===== src/rtl/wb_host_master.sv =====
// Wishbone classic (B3) single-beat initiator with per-cycle timeout.
// Ports:
//   wb_clk_i, wb_rst_i            clock, async active-high reset
//   cmd_*                         command stream in (valid/ready)
//   rsp_*                         response stream out (valid/ready)
//   wbm_*                         32-bit Wishbone initiator port
// One command in flight at a time. Every accepted command yields exactly
// one response (ack, err or timeout) unless reset intervenes.
module wb_host_master #(
  parameter int unsigned TIMEOUT = 255
) (
  input  logic        wb_clk_i,
  input  logic        wb_rst_i,
  input  logic        cmd_valid_i,
  output logic        cmd_ready_o,
  input  logic        cmd_we_i,
  input  logic [31:0] cmd_adr_i,
  input  logic [31:0] cmd_dat_i,
  input  logic [3:0]  cmd_sel_i,
  output logic        rsp_valid_o,
  input  logic        rsp_ready_i,
  output logic [31:0] rsp_dat_o,
  output logic        rsp_err_o,
  output logic        wbm_cyc_o,
  output logic        wbm_stb_o,
  output logic        wbm_we_o,
  output logic [31:0] wbm_adr_o,
  output logic [31:0] wbm_dat_o,
  output logic [3:0]  wbm_sel_o,
  input  logic [31:0] wbm_dat_i,
  input  logic        wbm_ack_i,
  input  logic        wbm_err_i
);

  // Counter is at least 1 bit so TIMEOUT = 0 (disabled) still elaborates.
  localparam int unsigned CW = (TIMEOUT == 0) ? 1 : $clog2(TIMEOUT + 1);
  localparam logic [CW-1:0] LAST = CW'((TIMEOUT == 0) ? 0 : TIMEOUT - 1);

  typedef enum logic [1:0] {IDLE, BUS, RESP} state_t;

  state_t        state;
  logic [CW-1:0] tmo_cnt;

  // Single-process FSM; every output is a register.
  always_ff @(posedge wb_clk_i or posedge wb_rst_i) begin
    if (wb_rst_i) begin
      state       <= IDLE;
      tmo_cnt     <= '0;
      cmd_ready_o <= 1'b0;
      rsp_valid_o <= 1'b0;
      rsp_dat_o   <= '0;
      rsp_err_o   <= 1'b0;
      wbm_cyc_o   <= 1'b0;
      wbm_stb_o   <= 1'b0;
      wbm_we_o    <= 1'b0;
      wbm_adr_o   <= '0;
      wbm_dat_o   <= '0;
      wbm_sel_o   <= '0;
    end else begin
      case (state)
        IDLE: begin
          // ready comes up one edge after reset release, then stays up
          if (!cmd_ready_o) begin
            cmd_ready_o <= 1'b1;
          end else if (cmd_valid_i) begin
            cmd_ready_o <= 1'b0;
            wbm_we_o    <= cmd_we_i;
            wbm_adr_o   <= cmd_adr_i;
            wbm_dat_o   <= cmd_dat_i;
            wbm_sel_o   <= cmd_sel_i;
            wbm_cyc_o   <= 1'b1;
            wbm_stb_o   <= 1'b1;
            tmo_cnt     <= '0;
            state       <= BUS;
          end
        end
        BUS: begin
          if (wbm_err_i) begin
            wbm_cyc_o   <= 1'b0;
            wbm_stb_o   <= 1'b0;
            rsp_err_o   <= 1'b1;
            rsp_dat_o   <= '0;
            rsp_valid_o <= 1'b1;
            state       <= RESP;
          end else if (wbm_ack_i) begin
            wbm_cyc_o   <= 1'b0;
            wbm_stb_o   <= 1'b0;
            rsp_err_o   <= 1'b0;
            rsp_dat_o   <= wbm_we_o ? 32'h0 : wbm_dat_i;
            rsp_valid_o <= 1'b1;
            state       <= RESP;
          end else if (TIMEOUT != 0 && tmo_cnt == LAST) begin
            wbm_cyc_o   <= 1'b0;
            wbm_stb_o   <= 1'b0;
            rsp_err_o   <= 1'b1;
            rsp_dat_o   <= '0;
            rsp_valid_o <= 1'b1;
            state       <= RESP;
          end else if (TIMEOUT != 0) begin
            tmo_cnt <= tmo_cnt + CW'(1);
          end
        end
        RESP: begin
          if (rsp_ready_i) begin
            rsp_valid_o <= 1'b0;
            cmd_ready_o <= 1'b1;
            state       <= IDLE;
          end
        end
        default: state <= IDLE;
      endcase
    end
  end

endmodule


===== config.mk =====
export PLATFORM = sky130hd
export DESIGN_NAME = wb_host_master
export DESIGN_NICKNAME = d
export VERILOG_FILES = /design/src/rtl/wb_host_master.sv
export SDC_FILE = /design/constraint.sdc
export NUM_CORES = 1
export LEC_CHECK = 0
export CAP_MARGIN = 5
export CORE_UTILIZATION = 42
export DETAILED_ROUTE_END_ITERATION = 8
export PLACE_DENSITY = 0.9
export SYNTH_ARGS = -nofsm -noshare
export SYNTH_HDL_FRONTEND = slang
export SYNTH_SLANG_ARGS = --single-unit

===== constraint.sdc =====
create_clock -name wb_clk_i -period 4.13 [get_ports wb_clk_i]
set_input_delay 0.6195 -clock wb_clk_i [delete_from_list [all_inputs] [get_ports wb_clk_i]]
set_output_delay 0.6195 -clock wb_clk_i [all_outputs]
set_load 0.05 [all_outputs]

==> results of run 1 <==
## cell type report
type	count	area, um^2
tap	143	179
fill	859	3700
clock buffer	23	488
timing repair buffer	215	2160
clock inverter	9	150
inverter	43	164
sequential	115	2880
multi-input combinational	338	1700
## metal layers
layer / vias to the layer above / routed length, um
met5: - / 0
met2: 201 / 6380
met1: 2023 / 5390
met4: 0 / 349
li1: 2048 / -
met3: 32 / 1320
## cells in the final DEF (no fill, tap or decap), types with 2 or more instances in the layout
cell	n
sky130_fd_sc_hd__dfrtp_1	115
sky130_fd_sc_hd__a21oi_1	10
sky130_fd_sc_hd__mux2i_1	32
sky130_fd_sc_hd__o21ai_1	4
sky130_fd_sc_hd__clkdlybuf4s50_1	212
sky130_fd_sc_hd__o21ai_0	5
sky130_fd_sc_hd__o211ai_1	5
sky130_fd_sc_hd__nand3_1	3
sky130_fd_sc_hd__inv_1	40
sky130_fd_sc_hd__nor3_1	2
sky130_fd_sc_hd__clkinv_2	3
sky130_fd_sc_hd__bufinv_16	4
sky130_fd_sc_hd__clkbuf_1	2
sky130_fd_sc_hd__or3_1	2
sky130_fd_sc_hd__ha_1	5
sky130_fd_sc_hd__clkinvlp_4	2
sky130_fd_sc_hd__a31oi_1	3
sky130_fd_sc_hd__clkbuf_8	4
sky130_fd_sc_hd__clkbuf_16	17
sky130_fd_sc_hd__buf_4	2
sky130_fd_sc_hd__nand2_1	244
## flip-flops by register name, summed over array words and instances, names as in the netlist
name and flops:
wbm_sel_o 4, rsp_err_o 1, wbm_stb_o 1, rsp_dat_o 32
rsp_valid_o 1, cmd_ready_o 1, wbm_we_o 1, state 2
wbm_dat_o 32, wbm_adr_o 32, tmo_cnt 8
## cells in the mapped netlist (2+ instances only)
| cell type | instances | area [um^2] |
|---|---|---|
| sky130_fd_sc_hd__nand3_1 | 4 | 20.0 |
| sky130_fd_sc_hd__o21ai_0 | 5 | 25.0 |
| sky130_fd_sc_hd__nor3_1 | 2 | 10.0 |
| sky130_fd_sc_hd__buf_12 | 4 | 80.1 |
| sky130_fd_sc_hd__a21oi_1 | 10 | 50.1 |
| sky130_fd_sc_hd__nand2_1 | 244 | 916 |
| sky130_fd_sc_hd__o21ai_1 | 4 | 20.0 |
| sky130_fd_sc_hd__a31oi_1 | 3 | 18.8 |
| sky130_fd_sc_hd__mux2i_1 | 32 | 320 |
| sky130_fd_sc_hd__inv_1 | 41 | 154 |
| sky130_fd_sc_hd__or3_1 | 2 | 12.5 |
| sky130_fd_sc_hd__ha_1 | 5 | 62.6 |
| sky130_fd_sc_hd__dfrtp_1 | 115 | 2880 |
| sky130_fd_sc_hd__o211ai_1 | 5 | 37.5 |
| sky130_fd_sc_hd__and3_1 | 2 | 12.5 |
| sky130_fd_sc_hd__buf_2 | 7 | 35.0 |
| sky130_fd_sc_hd__clkbuf_1 | 13 | 48.8 |
## worst reg2reg max path, cell delays in order, from the launching register on
cell                      delay (ns)
sky130_fd_sc_hd__dfrtp_1        0.38
sky130_fd_sc_hd__inv_1          0.10
sky130_fd_sc_hd__ha_1           0.35
sky130_fd_sc_hd__nand3_2        0.74
sky130_fd_sc_hd__buf_4          0.53
sky130_fd_sc_hd__nand2_1        0.12
sky130_fd_sc_hd__nand2_1        0.07
## kinds of logic after synthesis
logic type	synth area share, %
buffers and inverters	6.79
adders and majority gates	1.28
and+or+nand+nor	21.5
DFF	58.7
AOI/OAI and AO/OA	5.13
muxes	6.54
## report_power, final
part           internal [uW]  leakage (uW)  switching, uW  total (uW)
clock network           1070      0.000309            495        1560
registers               1630       0.00147            301        1930
logic                   1220       0.00179           2620        3840
total                   3920       0.00357           3410        7340
## worst max path at each step
stage	start	end	slack, ns	depth (start not counted)
after global placement	cmd_valid_i	wbm_dat_o[19]$_DFFE_PP0P_	1.56	5
after global routing	state[0]$_DFFE_PP0P_	wbm_dat_o[16]$_DFFE_PP0P_	1.48	6
after floorplan	wb_rst_i	cmd_ready_o$_DFFE_PP0P_	0.47	1
after CTS	state[0]$_DFFE_PP0P_	wbm_dat_o[16]$_DFFE_PP0P_	1.70	6
after detailed placement	cmd_valid_i	wbm_dat_o[16]$_DFFE_PP0P_	1.47	5
final	state[0]$_DFFE_PP0P_	wbm_dat_o[16]$_DFFE_PP0P_	1.72	6
## through the flow
stage	instances	hold slack [ns]	power [uW]	utilization [%]	setup slack, ns
floorplan	521	0.471	4460	-	0.466
global placement	854	0.457	5680	62.0	1.56
detailed placement	854	0.461	5780	62.0	1.47
CTS	886	0.474	7390	67.6	1.70
global route	886	0.499	7700	67.6	1.48
finish	886	0.467	7340	67.6	1.72
==> parameters.txt, run 1 <==
Parameter                              Value

Status
  Outcome ... completed

Timing
  Time the final worst path needs with I/O delays and setup ... 2.41 ns
  Part of the cycle the worst path needs ... 58.3%
  Worst clock skew ... 0.00524 ns
  Hold Fails Final Rpt ... 0
  Slew @ Worst Pin ... 1.12 ns
  Headroom to the max-slew limit ... 25.1%
  Unrepaired setup endpoints after global routing ... no
  Sum of negative setup slack ... 0 ns
  Number of pins exceeding their max-slew limit in the final report ... 0
  Highest clock frequency the design can meet ... 415 MHz
  Setup violation total in the final timing report ... 0

Yosys
  Predominant post-synthesis flop cell ... sky130_fd_sc_hd__dfrtp_1
  Warnings from Yosys ... 0
  Cell count after synthesis ... 521
  Synthesized flop and latch total ... 115
  Synthesized Nets ... 633
  Share of the yosys chip area belonging to registers ... 58.7%
  Fraction of registers with async set/reset ... 100%
  Average cell area after synthesis ... 9.41 um^2
  Post-Synthesis Cell Area ... 4900 um^2
  Post-synth EDFFs ... 0
  Post-synth cell types ... 40

GRT
  Global-route total usage across every layer ... 22.5%
  GR Util met2 ... 35.8%
  Met3 global-route usage ... 10.1%
  M1 GR Usage ... 25.8%
  Maximum number of pins on one net before global-route repair ... 72
  GR Overflow Total ... 0
  Most used routing layer ... met2
  Wire length of the first global-routing pass ... 20.3 mm
  Initial antenna violation count ... 0
  Vias in the first global route ... 4215

Critical path
  Required time of the critical path ... 4.42 ns
  Reg-to-reg setup timing slack ... 1.72 ns
  Worst endpoint data arrival time ... 2.70 ns
  Number of buffers and inverters on the critical path ... 2
  Largest fanout on the critical path ... 43
  Maximum single-stage delay on the critical path ... 0.74 ns
  Number of cell instances on the worst register-to-register path ... 6
  R2R Path Start ... state[0]$_DFFE_PP0P_
  Critical R2R Capture ... wbm_dat_o[16]$_DFFE_PP0P_
  Critical Path End Type ... register
  Cell family with most CP delay ... simple AND/OR/NAND/NOR gates
  Cell type of the slowest stage on the worst timing path ... sky130_fd_sc_hd__nand3_2
  Worst setup path category ... register to register
  Most prevalent standard cell on the critical path ... sky130_fd_sc_hd__nand2_1
  CP cell instances ... inv_1 -> ha_1 -> nand3_2 -> buf_4 -> nand2_1 -> nand2_1
  Kind of launch point of the worst setup path ... register

Placed design
  Routability-driven placement congestion ratio ... 0.797
  Number of I/O port buffers ... 212
  Cell area reported after detailed placement ... 7080 um^2
  Total half-perimeter wirelength after legalization and detailed placement ... 9.40 mm

Clock network
  Htree depth ... 4
  Post-CTS setup buffers ... 0
  Cts bufs inserted ... 17
  Hold buffer count at CTS ... 0
  Deepest clock path buffer count ... 2
  TritonCTS clock tree ... done
  Post_cts resized ... 0
  Total number of clock tree sinks ... 115
  Clock slew seen by the registers of the worst setup and hold paths ... 0.05 ns
  Clock tree root driver cell ... sky130_fd_sc_hd__clkbuf_16
  Clock Latency Late Sink ... 0.41 ns

Routing
  Count of nets left with antenna violations after detail routing ... 0
  Length of the first detailed-routing pass in iterations ... 5
  Drt drc ... 0
  Number of design-rule violations left by the first detailed-router iteration ... 218
  Vias per Instance ... 4.86
  Via total after detailed routing ... 4304
  Per-cell routed wire length ... 15.2 um
  Post-Route WL ... 13.4 mm

Floorplanning
  Die ar. ... 12100 um^2
  Number of top-level pins ... 213
  Initial Util ... 42.9%
  Area of the core ... 11400 um^2
  Width of the chip ... 110 um
  Number of placement rows ... 39
  Die boundary height ... 110 um

Min path
  Number of cells on the worst hold path ... 2
  Path category of the worst min-delay check ... register to register
  Hold Path End ... wbm_adr_o[20]$_DFFE_PP0P_
  Hold wc startpoint ... wbm_adr_o[20]$_DFFE_PP0P_

Pwr
  Peak VDD IR ... 0.642 mV
  Leakage power figure ... 0.00357 uW
  Pwr per Cell Area ... 950 nW/um^2

Final layout
  Net count of the finished layout ... 842
  Finished Cell Area ... 7720 um^2
  Area grow syn2layout ... 57.5%
  Number of diodes ... 0
  Layout cell share with drive strength beyond 1 ... 5.65%

Job
  MaxCap Viol Count ... 0
Note: power is estimated with default switching activity, not from simulation.
==> run 2: changes to the inputs <==
CORE_UTILIZATION = 38   (was 42)
PLACE_DENSITY = 0.86   (was 0.9)
clock period = 2.21 ns   (was 4.13 ns; I/O delays follow)
==> parameters.txt, run 2 (synthesis gave the netlist of run 1 again) <==
Parameter                              Value

Pwr
  Pwr per Cell Area ... 1740 nW/um^2
  Leakage power figure ... 0.00358 uW
  Peak VDD IR ... 1.03 mV
  Overall Power ... 13500 uW

Timing
  Hold Fails Final Rpt ... 0
  Headroom to the max-slew limit ... 62.2%
  Time the final worst path needs with I/O delays and setup ... 2.04 ns
  Final worst slack ... 0.169 ns
  Unrepaired setup endpoints after global routing ... no
  Slew @ Worst Pin ... 0.566 ns
  Number of pins exceeding their max-slew limit in the final report ... 0
  Sum of negative setup slack ... 0 ns
  Setup violation total in the final timing report ... 0
  Highest clock frequency the design can meet ... 490 MHz
  Part of the cycle the worst path needs ... 92.4%
  Worst clock skew ... 0.00517 ns

Critical path
  Required time of the critical path ... 1.88 ns
  Reg-to-reg setup timing slack ... 0.27 ns
  Cell type of the slowest stage on the worst timing path ... sky130_fd_sc_hd__clkdlybuf4s50_1
  CP cell instances ... clkdlybuf4s50_1
  Critical Path Stages ... 1
  Maximum single-stage delay on the critical path ... 0.87 ns
  Number of cell instances on the worst register-to-register path ... 6
  Worst endpoint data arrival time ... 1.71 ns
  R2R Path Start ... tmo_cnt[0]$_DFFE_PP0P_
  Worst setup path category ... register to primary output
  Cell family with most CP delay ... buffers and inverters
  Critical R2R Capture ... rsp_dat_o[31]$_DFFE_PP0P_
  Largest fanout on the critical path ... 6
  Kind of launch point of the worst setup path ... register
  Critical Path End Type ... primary output
  Number of buffers and inverters on the critical path ... 1

Routing
  Post-Route WL ... 13.5 mm
  Count of nets left with antenna violations after detail routing ... 0
  Per-cell routed wire length ... 14.7 um
  Number of design-rule violations left by the first detailed-router iteration ... 242
  Length of the first detailed-routing pass in iterations ... 4
  Via total after detailed routing ... 4277
  Vias per Instance ... 4.66
  Drt drc ... 0

Placed design
  Cell area reported after detailed placement ... 7170 um^2
  Number of I/O port buffers ... 212
  Total half-perimeter wirelength after legalization and detailed placement ... 9.32 mm
  Routability-driven placement congestion ratio ... 0.800
  Place WS ... 0.157 ns

Final layout
  Area grow syn2layout ... 58.3%
  Largest registers ... rsp_dat_o (32), wbm_adr_o (32), wbm_dat_o (32)
  Finished Cell Area ... 7760 um^2
  Most common cell after layout, fill and taps aside ... sky130_fd_sc_hd__nand2_1
  Layout cell share with drive strength beyond 1 ... 6.03%
  Net count of the finished layout ... 848
  Sequential cell area ... 2880 um^2
  Filler cell count in the final layout ... 1044
  Area of the multi-input gates ... 1710 um^2
  Number of diodes ... 0
  Commonest non-fill, non-tap cells in the layout ... 244 x sky130_fd_sc_hd__nand2_1, 212 x sky130_fd_sc_hd__clkdlybuf4s50_1, 115 x sky130_fd_sc_hd__dfrtp_1

Floorplanning
  Die ar. ... 13400 um^2
  Die boundary height ... 116 um
  Number of top-level pins ... 213
  Area of the core ... 12600 um^2
  Number of placement rows ... 41
  Width of the chip ... 116 um
  Initial Util ... 38.8%

GRT
  Maximum number of pins on one net before global-route repair ... 71
  Initial antenna violation count ... 0
  GR Overflow Total ... 0
  Wire length of the first global-routing pass ... 20.7 mm
  Global-route total usage across every layer ... 20.6%
  Vias in the first global route ... 4258

Clock network
  TritonCTS clock tree ... done
  Htree depth ... 4
  Deepest clock path buffer count ... 2
  Total number of clock tree sinks ... 115
  Post-CTS setup buffers ... 0
  Clock Latency Late Sink ... 0.41 ns
  Clock tree root driver cell ... sky130_fd_sc_hd__clkbuf_16
  Cts bufs inserted ... 17
  Clock slew seen by the registers of the worst setup and hold paths ... 0.05 ns

Job
  MaxCap Viol Count ... 0

Status
  Outcome ... completed

Min path
  Path category of the worst min-delay check ... input port to asynchronous set/reset pin
==> run 2: cell types whose count changed in the layout (fill, tap and decap cells not counted) <==
cell,before,now
sky130_fd_sc_hd__nor3_2,0,1
sky130_fd_sc_hd__nor3_4,1,0
sky130_fd_sc_hd__buf_12,1,3
sky130_fd_sc_hd__clkinvlp_4,2,1
sky130_fd_sc_hd__and2_4,1,2
sky130_fd_sc_hd__buf_4,2,5
sky130_fd_sc_hd__clkbuf_8,4,5
sky130_fd_sc_hd__inv_4,1,0
sky130_fd_sc_hd__bufinv_16,4,2
==> run 2: routing by layer <==
metal | up-vias | track usage (%) | wire (um)
met5 | - | 0 | 0
met4 | 0 | 10.5 | 363
met3 | 33 | 9.41 | 1400
met2 | 194 | 32.9 | 6220
met1 | 1988 | 23.4 | 5510
li1 | 2062 | - | -
==> run 2: power breakdown <==
part	switching, uW	internal (uW)
registers	532	3050
logic	4900	2320
clock network	898	1780
==> run 2: area by class of cell <==
type	count	share of cell area, %
Sequential cell	115	37.1
Clock buffer	24	6.47
Timing Repair Buffer	220	28.6
Clock inverter	5	0.967
Tap cell	172	2.77
Multi-Input combinational cell	339	22.0
Inverter	43	2.13
==> run 2: what timing repair did <==
item	CTS	global route
hold buffers	0	0
gates resized for setup	0	1
endpoints found under the setup margin	0	33
==> run 2: how the worst max path moves through the flow <==
| stage | from | end |
|---|---|---|
| 2_1_floorplan | wb_rst_i | cmd_ready_o$_DFFE_PP0P_ |
| 3_3_place_gp | wbm_err_i | rsp_dat_o[21]$_DFFE_PP0P_ |
| 3_5_place_dp | tmo_cnt[0]$_DFFE_PP0P_ | rsp_dat_o[31]$_DFFE_PP0P_ |
| 4_1_cts | cmd_ready_o$_DFFE_PP0P_ | cmd_ready_o |
| 5_1_grt | tmo_cnt[0]$_DFFE_PP0P_ | rsp_dat_o[25]$_DFFE_PP0P_ |
| 6_report | cmd_ready_o$_DFFE_PP0P_ | cmd_ready_o |
==> run 2: metrics by stage <==
step	hold slack, ns	cells	utilization [%]
2_1_floorplan	0.437	521	-
3_3_place_gp	0.456	888	56.9
3_5_place_dp	0.461	888	56.9
4_1_cts	0.410	917	61.4
5_1_grt	0.429	918	61.5
6_report	0.402	918	61.5
